--- src/rtl/hazard_forward_ctrl.sv ---
// Hazard/forwarding controller: a shift-register scoreboard of in-flight
// destinations drives EX forward selects, load-use stalls and branch flushes.

module hazard_forward_ctrl_src #(
  parameter int REG_AW     = 5,
  parameter int NSTAGE     = 3,
  parameter int LOAD_READY = 2
) (
  input  logic [NSTAGE-1:0]             wr_i,
  input  logic [NSTAGE-1:0]             ld_i,
  input  logic [NSTAGE-1:0][REG_AW-1:0] rd_i,
  input  logic [REG_AW-1:0]             rs_i,
  input  logic                          use_i,
  output logic                          hz_o,
  output logic [$clog2(NSTAGE)-1:0]     fwd_o
);
  localparam int FW = $clog2(NSTAGE);

  logic hit;

  // Scan youngest first so the nearest producer wins; the last entry only
  // relies on regfile write-through and never forwards.
  always_comb begin
    hz_o  = 1'b0;
    fwd_o = '0;
    hit   = 1'b0;
    for (int k = 0; k < NSTAGE; k++) begin
      if (!hit && use_i && wr_i[k] && rd_i[k] == rs_i && rs_i != '0) begin
        hit  = 1'b1;
        hz_o = ld_i[k] && (k + 1 < LOAD_READY);
        if (k + 1 <= NSTAGE - 1) fwd_o = FW'(k + 1);
      end
    end
  end
endmodule

module hazard_forward_ctrl #(
  parameter int REG_AW      = 5,
  parameter int NSTAGE      = 3,
  parameter int LOAD_READY  = 2,
  parameter int FLUSH_DEPTH = 1,
  parameter int CNT_W       = 32
) (
  input  logic                      clk,
  input  logic                      reset,
  input  logic                      id_valid,
  input  logic [REG_AW-1:0]         id_rs1,
  input  logic [REG_AW-1:0]         id_rs2,
  input  logic                      id_use_rs1,
  input  logic                      id_use_rs2,
  input  logic [REG_AW-1:0]         id_rd,
  input  logic                      id_regwrite,
  input  logic                      id_memread,
  input  logic                      flush_i,
  output logic                      stall_o,
  output logic                      ifid_flush_o,
  output logic                      idex_flush_o,
  output logic [$clog2(NSTAGE)-1:0] fwd_a,
  output logic [$clog2(NSTAGE)-1:0] fwd_b,
  output logic [CNT_W-1:0]          stall_cnt,
  output logic [CNT_W-1:0]          flush_cnt
);
  localparam int FW = $clog2(NSTAGE);

  typedef struct packed {
    logic              valid;
    logic [REG_AW-1:0] rd;
    logic              regwrite;
    logic              is_load;
  } ent_t;

  ent_t [NSTAGE-1:0]             sb_q, sb_d;
  logic [NSTAGE-1:0]             ent_wr, ent_ld;
  logic [NSTAGE-1:0][REG_AW-1:0] ent_rd;
  logic [1:0][REG_AW-1:0]        src_rs;
  logic [1:0]                    src_use, src_hz;
  logic [1:0][FW-1:0]            fwd_n, fwd_d, fwd_q;
  logic                          issue;
  logic [CNT_W-1:0]              stall_cnt_q, stall_cnt_d, flush_cnt_q, flush_cnt_d;

  for (genvar k = 0; k < NSTAGE; k++) begin : g_ent
    assign ent_wr[k] = sb_q[k].valid & sb_q[k].regwrite;
    assign ent_ld[k] = sb_q[k].is_load;
    assign ent_rd[k] = sb_q[k].rd;
  end

  assign src_rs  = {id_rs2, id_rs1};
  assign src_use = {id_use_rs2, id_use_rs1};

  for (genvar g = 0; g < 2; g++) begin : g_src
    hazard_forward_ctrl_src #(
      .REG_AW    (REG_AW),
      .NSTAGE    (NSTAGE),
      .LOAD_READY(LOAD_READY)
    ) u_src (
      .wr_i (ent_wr),
      .ld_i (ent_ld),
      .rd_i (ent_rd),
      .rs_i (src_rs[g]),
      .use_i(src_use[g]),
      .hz_o (src_hz[g]),
      .fwd_o(fwd_n[g])
    );
  end

  assign stall_o      = id_valid & ~flush_i & (|src_hz);
  assign ifid_flush_o = flush_i;
  assign idex_flush_o = flush_i;
  assign issue        = id_valid & ~stall_o & ~flush_i;

  always_comb begin
    sb_d             = '0;
    sb_d[0].valid    = issue;
    sb_d[0].rd       = id_rd;
    sb_d[0].regwrite = id_regwrite;
    sb_d[0].is_load  = id_memread;
    for (int k = 1; k < NSTAGE; k++) begin
      sb_d[k] = sb_q[k-1];
      // Flush kills the wrong-path instructions younger than the branch.
      if (flush_i && k <= FLUSH_DEPTH) sb_d[k].valid = 1'b0;
    end
    fwd_d       = issue ? fwd_n : '0;
    stall_cnt_d = stall_cnt_q;
    flush_cnt_d = flush_cnt_q;
    if (stall_o && stall_cnt_q != {CNT_W{1'b1}}) stall_cnt_d = stall_cnt_q + 1'b1;
    if (flush_i && flush_cnt_q != {CNT_W{1'b1}}) flush_cnt_d = flush_cnt_q + 1'b1;
  end

  always_ff @(posedge clk or posedge reset) begin
    if (reset) begin
      sb_q        <= '0;
      fwd_q       <= '0;
      stall_cnt_q <= '0;
      flush_cnt_q <= '0;
    end else begin
      sb_q        <= sb_d;
      fwd_q       <= fwd_d;
      stall_cnt_q <= stall_cnt_d;
      flush_cnt_q <= flush_cnt_d;
    end
  end

  assign fwd_a     = fwd_q[0];
  assign fwd_b     = fwd_q[1];
  assign stall_cnt = stall_cnt_q;
  assign flush_cnt = flush_cnt_q;
endmodule
--- config.mk ---
export PLATFORM = sky130hd
export DESIGN_NAME = hazard_forward_ctrl
export DESIGN_NICKNAME = d
export VERILOG_FILES = /design/src/rtl/hazard_forward_ctrl.sv
export SDC_FILE = /design/constraint.sdc
export NUM_CORES = 1
export LEC_CHECK = 0
export CORE_ASPECT_RATIO = 1.75
export CORE_MARGIN = 2
export CORE_UTILIZATION = 23
export CTS_BUF_LIST = sky130_fd_sc_hd__clkbuf_4
export CTS_CLUSTER_SIZE = 20
export DETAILED_ROUTE_END_ITERATION = 8
export SYNTH_ARGS = -nofsm -noshare
export SYNTH_HDL_FRONTEND = slang
export SYNTH_SLANG_ARGS = --single-unit
--- constraint.sdc ---
create_clock -name clk -period 2.6 [get_ports clk]
set_input_delay 0.65 -clock clk [delete_from_list [all_inputs] [get_ports clk]]
set_output_delay 0.65 -clock clk [all_outputs]
set_load 0.01 [all_outputs]
; Word level (Yosys, flattened, before mapping)
; Cells that the tools add are included.
[totals]
regBits = 90
input_bits = 23
out_inout_bits = 71
[op_classes]
add_sub_neg = 2
n_eq_ne = 8
muxes = 16
bitwise = 9
n_reduce_logical = 31
[op_table]
columns = operator, count
row1 = adder 32 x 1 -> 32 bit (second input constant), 2
row2 = != test 32 bit (second input constant), 2
row3 = equality test 5 bit, 6
row4 = logical AND 1 bit, 24
row5 = 2-to-1 mux 1 bit, 13
row6 = nonzero test 5 bit, 2
row7 = bitwise AND 1 bit, 7
row8 = logical NOT 1 bit, 4
row9 = 2-to-1 mux 2 bit, 2
row10 = 2-to-1 mux 4 bit, 1
row11 = NOT 1 bit, 2
row12 = OR reduction 2 bit, 1

; Logic depth before layout (Yosys ltp)
; Gate-level depths: netlist of the first run.
[logic_depth]
depth_word = 23
ltp_mapped = 8

; By module
; A second synthesis of the first run with hierarchy kept.
[unflattened]
cells_unflattened = 389
hier_area_um2 = 4380.5
[by_module_without_submodules]
columns = module, instances, cells_each, area_each_um2, seq_area_each_um2
row1 = hazard_forward_ctrl, 1, 351, 4055.1, 2302.2
row2 = hazard_forward_ctrl_src, 2, 19, 162.7, 0.0

; Worst setup path before layout of the first run
; OpenSTA, ideal clock, no wires.
[synth_path]
path_kind = input-to-output
startpoint = input port id_rs2[0]
endpoint = output port stall_o
arrival_time_ns = 1.871
setup_slack_ns = 0.079
cell_stages = 5
path_cell_list = or4_1 > o21ai_1 > nor4_4 > o21ai_4 > inv_1
[synth_via]
elab_chain_cells = 18
elab_cells_between_ends = 23
[synth_rtl]
columns = element, line_no
row1 = start: declaration, 48  ; input logic [REG_AW-1:0] id_rs2,
row2 = equality test 5 bit, 28  ; if (!hit && use_i && wr_i[k] && rd_i[k] == rs_i && rs_i != '0) begin
row3 = logical AND 1 bit (2 in series), 28
row4 = 2-to-1 mux 1 bit, 28
row5 = logical NOT 1 bit, 28
row6 = logical AND 1 bit (4 in series), 28
row7 = 2-to-1 mux 1 bit, 28
row8 = logical NOT 1 bit, 28
row9 = logical AND 1 bit (4 in series), 28
row10 = 2-to-1 mux 1 bit (*), 28
row11 = OR reduction 2 bit (*), 106  ; assign stall_o = id_valid & ~flush_i & (|src_hz);
row12 = bitwise AND 1 bit (*), 106
row13 = end: declaration, 55  ; output logic stall_o,
; Mark *: on every way between the ends. The rest lies on a longest branch, timed or not.

; Final worst setup path of the first run
; Same ends and word-level chain as after synthesis.

==> summary.txt, run 1 <==
Routing
  – Final WL: between 10000 and 15000 µm
  – Post-DRT Antenna Nets: 0
  – Vias: 3158
  – Wire length per cell: 14.2 µm
  – Vias per cell: 4.33
  – First-pass DRT Iterations: 4
  – DRC Markers: 0
  – Iter 0 DRT Violations: 83

Synth
  – Cell area after synthesis: 3980 µm²
  – Synth Warn #: 0
  – Synth Register Bits: 83
  – Cell type with the largest total area after synthesis: dfrtp_1
  – Most instantiated cells after synthesis: dfrtp_1 (83), xor2_1 (44), xnor2_1 (34), nand2_1 (33), nor2_1 (30)
  – Sequential share of the synthesized area: 0.523
  – Synth Instances: 363
  – Count leader, synth: dfrtp_1
  – Share of the synthesized area in the top cell type: 0.523
  – EDFF count, synth: 0
  – Yosys cell types: 38
  – Synth Net Count: 388
  – Ranking of synthesized cells by area: dfrtp_1 (52%), xor2_1 (9.7%), xnor2_1 (7.5%)
  – Ys async rst share: 1.00
  – Synthesized area per cell: 11.0 µm²
  – Top_reg_cell synth: dfrtp_1

Final layout
  – Cell area after layout: ~5600 µm²
  – Multi-input combinational cell area: 1860 µm²
  – Seq. cell area: 2080 µm²
  – # nets final: 521
  – FILL cells: 1718
  – Area Growth Syn to Fin: 40.7%
  – Share of layout cells above drive strength 1: 0.168

Clock network
  – CTS tree: yes
  – Max Root-Sink Buffers: 2
  – Inserted Clock Buffers: 9
  – H-tree levels: 3
  – Worst skew pair latency: around 0.44 ns
  – CTS sink cnt: 83
  – CTS root buf: clkbuf_4
  – CTS clk-pin slew, worst paths: ~0.13 ns
  – Hold Buf Count CTS: 0

STA
  – Period minus WS final: ~2.5 ns
  – Final setup viols: 0
  – Period utilization: 0.973
  – Worst hold margin: 0.400 ns
  – FMAX: 395 MHz
  – Slew Viols, Final: 0
  – Setup ws final: approximately 0.071 ns
  – Aggregate negative setup slack: 0 ns
  – Tightest Pin Transition: approximately 0.57 ns
  – Final hold vios: 0
  – Final setup skew: 0.00904 ns
  – Unrepaired setup endpoints after global routing: false
  – Rel. slew slack: 0.614

GRT
  – GR peak layer: met2
  – Largest net degree at the start of global routing: 84
  – Vias in the first global route: 3386
  – First-pass GRT wire length: 17200 µm
  – GR Layer Usage met1: 0.139
  – Gr ovfl total: 0
  – Total GRT Usage: 0.121
  – Met3 usage: 0.0256
  – Met2 Use GR: 0.210
  – Initial antenna violation count: 1

Floorplanning
  – Initial core utilization: 0.235
  – Die height: 178 µm
  – Core Area: about 17000 µm²
  – DIE AREA: 18400 µm²
  – Io pins: 94
  – Chip width: around 100 µm
  – Rows: 63

Flow run
  – Number of max-cap violations: 0

Placed design
  – Post-DP Area: 5390 µm²
  – Pre-CTS setup slack: -0.688 ns
  – Hpwl dp: 7950 µm
  – GPL Wtd Cong: 0.824
  – Input/output buffers: 93

Critical path
  – Startpoint types: primary input
  – Crit-path cells: clkdlybuf4s15_1, or4_4, o21ai_4, nor4_4, o21ai_4, inv_2, buf_6
  – Most used cell, CP: o21ai_4
  – CP max stage cell: or4_4
  – WP data required: 1.95 ns
  – Worst Path Arrival: between 1.5 and 2 ns
  – CP max FO: 2
  – Critical Path Sink Type: primary output
  – CP max stage delay: 0.49 ns
  – CP Class: primary input to primary output
  – Crit path max-delay family: simple AND/OR/NAND/NOR gates
  – Worst path buffer plus inverter count: 3

Run status
  – Status: complete, no violations

Power
  – Leakage power: between 0.002 and 0.0025 µW
  – PwrDens: 462 nW/µm²
  – VDD IR max: roughly 220 µV

Min path
  – Worst Hold Class: register to register
[layout by cell type (no fill, tap or decap), drive strengths merged, types with 2 or more instances in the layout]
master / n
a21oi: 2
a31oi: 3
and2: 3
and3: 11
and4: 6
buf: 38
clkbuf: 12
clkdlybuf4s15: 2
clkdlybuf4s50: 82
clkinv: 6
dfrtp: 83
dlygate4sd2: 2
ha: 2
inv: 13
mux2: 3
nand2: 33
nand3: 26
nand4: 16
nor2: 30
nor2b: 2
nor3: 13
nor4: 15
o2111ai: 2
o21ai: 5
or4: 4
xnor2: 34
xor2: 44
[cells by family (layout without fill, tap and decap cells)]
kind of cell | Yosys count | count (layout) | synth area share
buffers and inverters | 19 | 157 | 0.0230
other | 0 | 1 | 0
xor gates and xnor gates | 78 | 78 | 0.172
muxes | 3 | 3 | 0.00850
DFF | 83 | 83 | 0.523
and+or+nand+nor | 164 | 164 | 0.239
adders and majority gates | 2 | 2 | 0.00629
AOI/OAI and AO/OA | 14 | 14 | 0.0293
[power by group]
part / internal, µW / leakage (µW) / switching, µW
combinational: 213 / 0.00127 / 167
clock: 290 / 0.0000749 / 470
sequential: 1360 / 0.00109 / 91.0
[stage by stage]
stage / instances / total power [µW] / utilization
after floorplan: 363 / 1630 / -
after global placement: 706 / 1840 / 0.318
after detailed placement: 706 / 1850 / 0.318
after CTS: 726 / 2630 / 0.328
after global routing: 729 / 2730 / 0.330
final: 729 / 2590 / 0.330
[layout make-up]
class	instances	area share
inverter	14	0.0101
timing repair buffer	127	0.211
tap	227	0.0508
antenna	1	0.000447
clock buffer	9	0.0121
clock inverter	7	0.0123
multi-input combinational	261	0.332
sequential	83	0.372
[layer usage]
layer	up-vias	part of all wire
met1	1541	0.39
met4	0	0.028
met5	-	0
li1	1520	-
met3	16	0.035
met2	81	0.54
[state kept, by name (all words and copies together), names as in the netlist]
name	flops
flush_cnt	32
fwd_b	2
ent_ld	1
stall_cnt	32
sb_q	1
ent_rd	10
fwd_a	2
sb_d	3
[path summary, 6_finish.rpt]
path | start | endpoint | slack [ns] | cells past startpoint
setup / recovery | id_rs2[0] | stall_o | 0.07 | 7
hold / removal | sb_d[9] | sb_d[17] | 0.40 | 0
setup reg to reg | ent_rd[2] | stall_cnt[20] | 0.31 | 10
hold reg to reg | sb_d[9] | sb_d[17] | 0.40 | 0
max in group asynchronous | reset | ent_rd[2] | 1.57 | 3
min in group asynchronous | reset | stall_cnt[23] | 0.67 | 3
[timing repair]
| action | 4_1_cts | 5_1_grt |
|---|---|---|
| pin swaps | 9 | 10 |
| setup buffers | 4 | 2 |
| resized for setup | 34 | 9 |
| setup endpoints to repair | 1 | 1 |
| endpoints found under the hold margin | 0 | 0 |
Note: power is estimated with default switching activity, not from simulation.
==> inputs of run 2 (changes only) <==
--- a/config.mk
+++ b/config.mk
@@ -13,4 +13,5 @@
 export DETAILED_ROUTE_END_ITERATION = 8
 export SYNTH_ARGS = -nofsm -noshare
 export SYNTH_HDL_FRONTEND = slang
+export SYNTH_HIERARCHICAL = 1
 export SYNTH_SLANG_ARGS = --single-unit
==> summary.txt, run 2 <==
Floorplanning
  – Initial core utilization: 0.232 (was 0.235)
  – Rows: 65 (was 63)
  – Io pins: 94 (unchanged)
  – Chip width: 106 µm (was 103 µm)
  – DIE AREA: 19200 µm² (was 18400 µm²)
  – Die height: 182 µm (was 178 µm)
  – Core Area: 17900 µm² (was 16900 µm²)

GRT
  – Vias in the first global route: 3599 (was 3386)
  – Initial antenna violation count: 1 (unchanged)
  – Total GRT Usage: 0.126 (was 0.121)
  – First-pass GRT wire length: 19300 µm (was 17200 µm)
  – Largest net degree at the start of global routing: 84 (unchanged)
  – Gr ovfl total: 0 (unchanged)

STA
  – Period minus WS final: 2.68 ns (was 2.53 ns)
  – Rel. slew slack: 0.662 (was 0.614)
  – Final setup viols: 1 (was 0)
  – Setup ws final: -0.0831 ns (was 0.0712 ns)
  – Final hold vios: 0 (unchanged)
  – Final setup skew: 0.0267 ns (was 0.00904 ns)
  – FMAX: 373 MHz (was 395 MHz)
  – Period utilization: 1.03 (was 0.973)
  – Aggregate negative setup slack: -0.0831 ns (was 0 ns)
  – Slew Viols, Final: 0 (unchanged)
  – Unrepaired setup endpoints after global routing: true (was false)
  – Tightest Pin Transition: 0.505 ns (was 0.575 ns)

Clock network
  – H-tree levels: 3 (unchanged)
  – CTS root buf: clkbuf_4 (unchanged)
  – CTS clk-pin slew, worst paths: 0.12 ns (was 0.13 ns)
  – Inserted Clock Buffers: 9 (unchanged)
  – CTS sink cnt: 83 (unchanged)
  – Hold Buf Count CTS: 0 (unchanged)
  – Max Root-Sink Buffers: 2 (unchanged)
  – Worst skew pair latency: 0.44 ns (about the same)
  – CTS tree: yes (unchanged)

Power
  – VDD IR max: 201 µV (was 219 µV)
  – Leakage power: 0.00236 µW (was 0.00243 µW)
  – PwrDens: 474 nW/µm² (was 462 nW/µm²)

Run status
  – Violated checks: negative setup slack
  – Status: finished with violations (was complete, no violations)

Routing
  – Post-DRT Antenna Nets: 0 (unchanged)
  – First-pass DRT Iterations: 4 (unchanged)
  – DRC Markers: 0 (unchanged)
  – Wire length per cell: 15.4 µm (was 14.2 µm)
  – Vias per cell: 4.53 (was 4.33)
  – Final WL: 11500 µm (was 10400 µm)
  – Vias: 3386 (was 3158)
  – Iter 0 DRT Violations: 133 (was 83)

Synth
  – Cell area after synthesis: 4150 µm² (was 3980 µm²)
  – Synth Net Count: 404 (was 388)
  – Synthesized area per cell: 10.9 µm² (was 11.0 µm²)
  – Synth Warn #: 6 (was 0)
  – Synth Instances: 379 (was 363)

Critical path
  – Worst path buffer plus inverter count: 3 (unchanged)
  – CP max FO: 2 (unchanged)
  – Startpoint types: primary input (unchanged)
  – CP max stage delay: 0.54 ns (was 0.49 ns)
  – WP data required: 1.95 ns (about the same)
  – CP Class: primary input to primary output (unchanged)
  – Worst Path Arrival: 2.03 ns (was 1.88 ns)
  – CP max stage cell: or4_4 (unchanged)
  – Crit-path cells: buf_6, or4_4, o21ai_4, nor3_2, and2_4, o21ai_4, inv_2, buf_6 (was clkdlybuf4s15_1, or4_4, o21ai_4, nor4_4, o21ai_4, inv_2, buf_6)
  – Critical Path Sink Type: primary output (unchanged)
  – Crit path max-delay family: simple AND/OR/NAND/NOR gates (unchanged)

Final layout
  – Area Growth Syn to Fin: 38.3% (was 40.7%)
  – Most common cell after layout, fill and taps aside: dfrtp_1 (was clkdlybuf4s50_1)
  – Core Util, Final: 0.321 (was 0.330)
  – Cell area after layout: 5740 µm² (was 5590 µm²)
  – FILL cells: 1877 (was 1718)
  – # nets final: 533 (was 521)
  – Commonest non-fill, non-tap cells in the layout: dfrtp_1 (83), clkdlybuf4s50_1 (81), xnor2_1 (58), nand3_1 (38), buf_4 (33) (was clkdlybuf4s50_1 (82), dfrtp_1 (81), xor2_1 (44), nand2_1 (33), buf_4 (32))
  – Share of layout cells above drive strength 1: 0.175 (was 0.168)

Flow run
  – Number of max-cap violations: 0 (unchanged)

Placed design
  – GPL Wtd Cong: 0.860 (was 0.824)
  – Hpwl dp: 8610 µm (was 7950 µm)
  – Input/output buffers: 93 (unchanged)
  – Post-DP Area: 5550 µm² (was 5390 µm²)

Min path
  – Worst Hold Class: register to register (unchanged)
## run 2: cell types whose count changed in the layout (fill, tap and decap cells not counted), moves of 6 or more
cell	change
xnor2_1	+27
nand4_1	+14
nor4_2	-6
nand2_1	-11
and3_1	+10
xor2_1	-27
nor2_1	-19
nand3_1	+12
## run 2: cell type report
| class | instances | area [µm²] | area share |
|---|---|---|---|
| diodes | 1 | 2.50 | 0.000436 |
| clock buffers | 10 | 75.1 | 0.0131 |
| clock inverters | 6 | 66.3 | 0.0116 |
| inverters | 9 | 37.5 | 0.00654 |
| multi-input cells | 277 | 1990 | 0.347 |
| flip-flops and latches | 83 | 2080 | 0.362 |
| well taps | 234 | 293 | 0.0510 |
| repair buffers | 128 | 1200 | 0.209 |
## run 2: report_power, final
part / leakage [µW] / total (µW) / internal, µW / switching, µW
clock network: 0.0000702 / 783 / 304 / 478
registers: 0.00110 / 1460 / 1370 / 94.5
logic: 0.00119 / 477 / 268 / 209
total: 0.00236 / 2720 / 1940 / 782
## run 2: layer usage
metal  vias up  track usage  wire, µm
met5         -            0         0
met4         0       0.0532       314
met3        19       0.0280       465
met2        81        0.221      6060
met1      1672        0.145      4650
li1       1614            -         -
## run 2: final timing paths
kind | from | slack, ns | to | cells after the start
worst max-delay path | id_rs2[0] | -0.08 | stall_o | 8
worst min-delay path | sb_d[9] | 0.39 | sb_d[17] | 0
worst max register to register | flush_cnt[26] | 0.25 | flush_cnt[1] | 5
worst min register to register | sb_d[9] | 0.39 | sb_d[17] | 0
max in group asynchronous | reset | 1.57 | ent_ld[0] | 3
min in group asynchronous | reset | 0.66 | flush_cnt[19] | 3
## run 2: metrics by stage
step / std cells / hold WS, ns / worst slack, ns / total power (µW)
3_5_place_dp: 727 / 0.363 / -0.843 / 1970
2_1_floorplan: 379 / 0.346 / 0.0289 / 1700
4_1_cts: 746 / 0.390 / -0.112 / 2770
6_report: 748 / 0.390 / -0.0831 / 2720
3_3_place_gp: 727 / 0.354 / -0.833 / 1950
5_1_grt: 748 / 0.407 / -0.126 / 2870
## run 2: repair_timing
action	CTS	global route
endpoints found under the setup margin	3	2
pin swaps	11	10
resized for setup	41	6
setup buffers	3	1
hold endpoints to repair	0	0
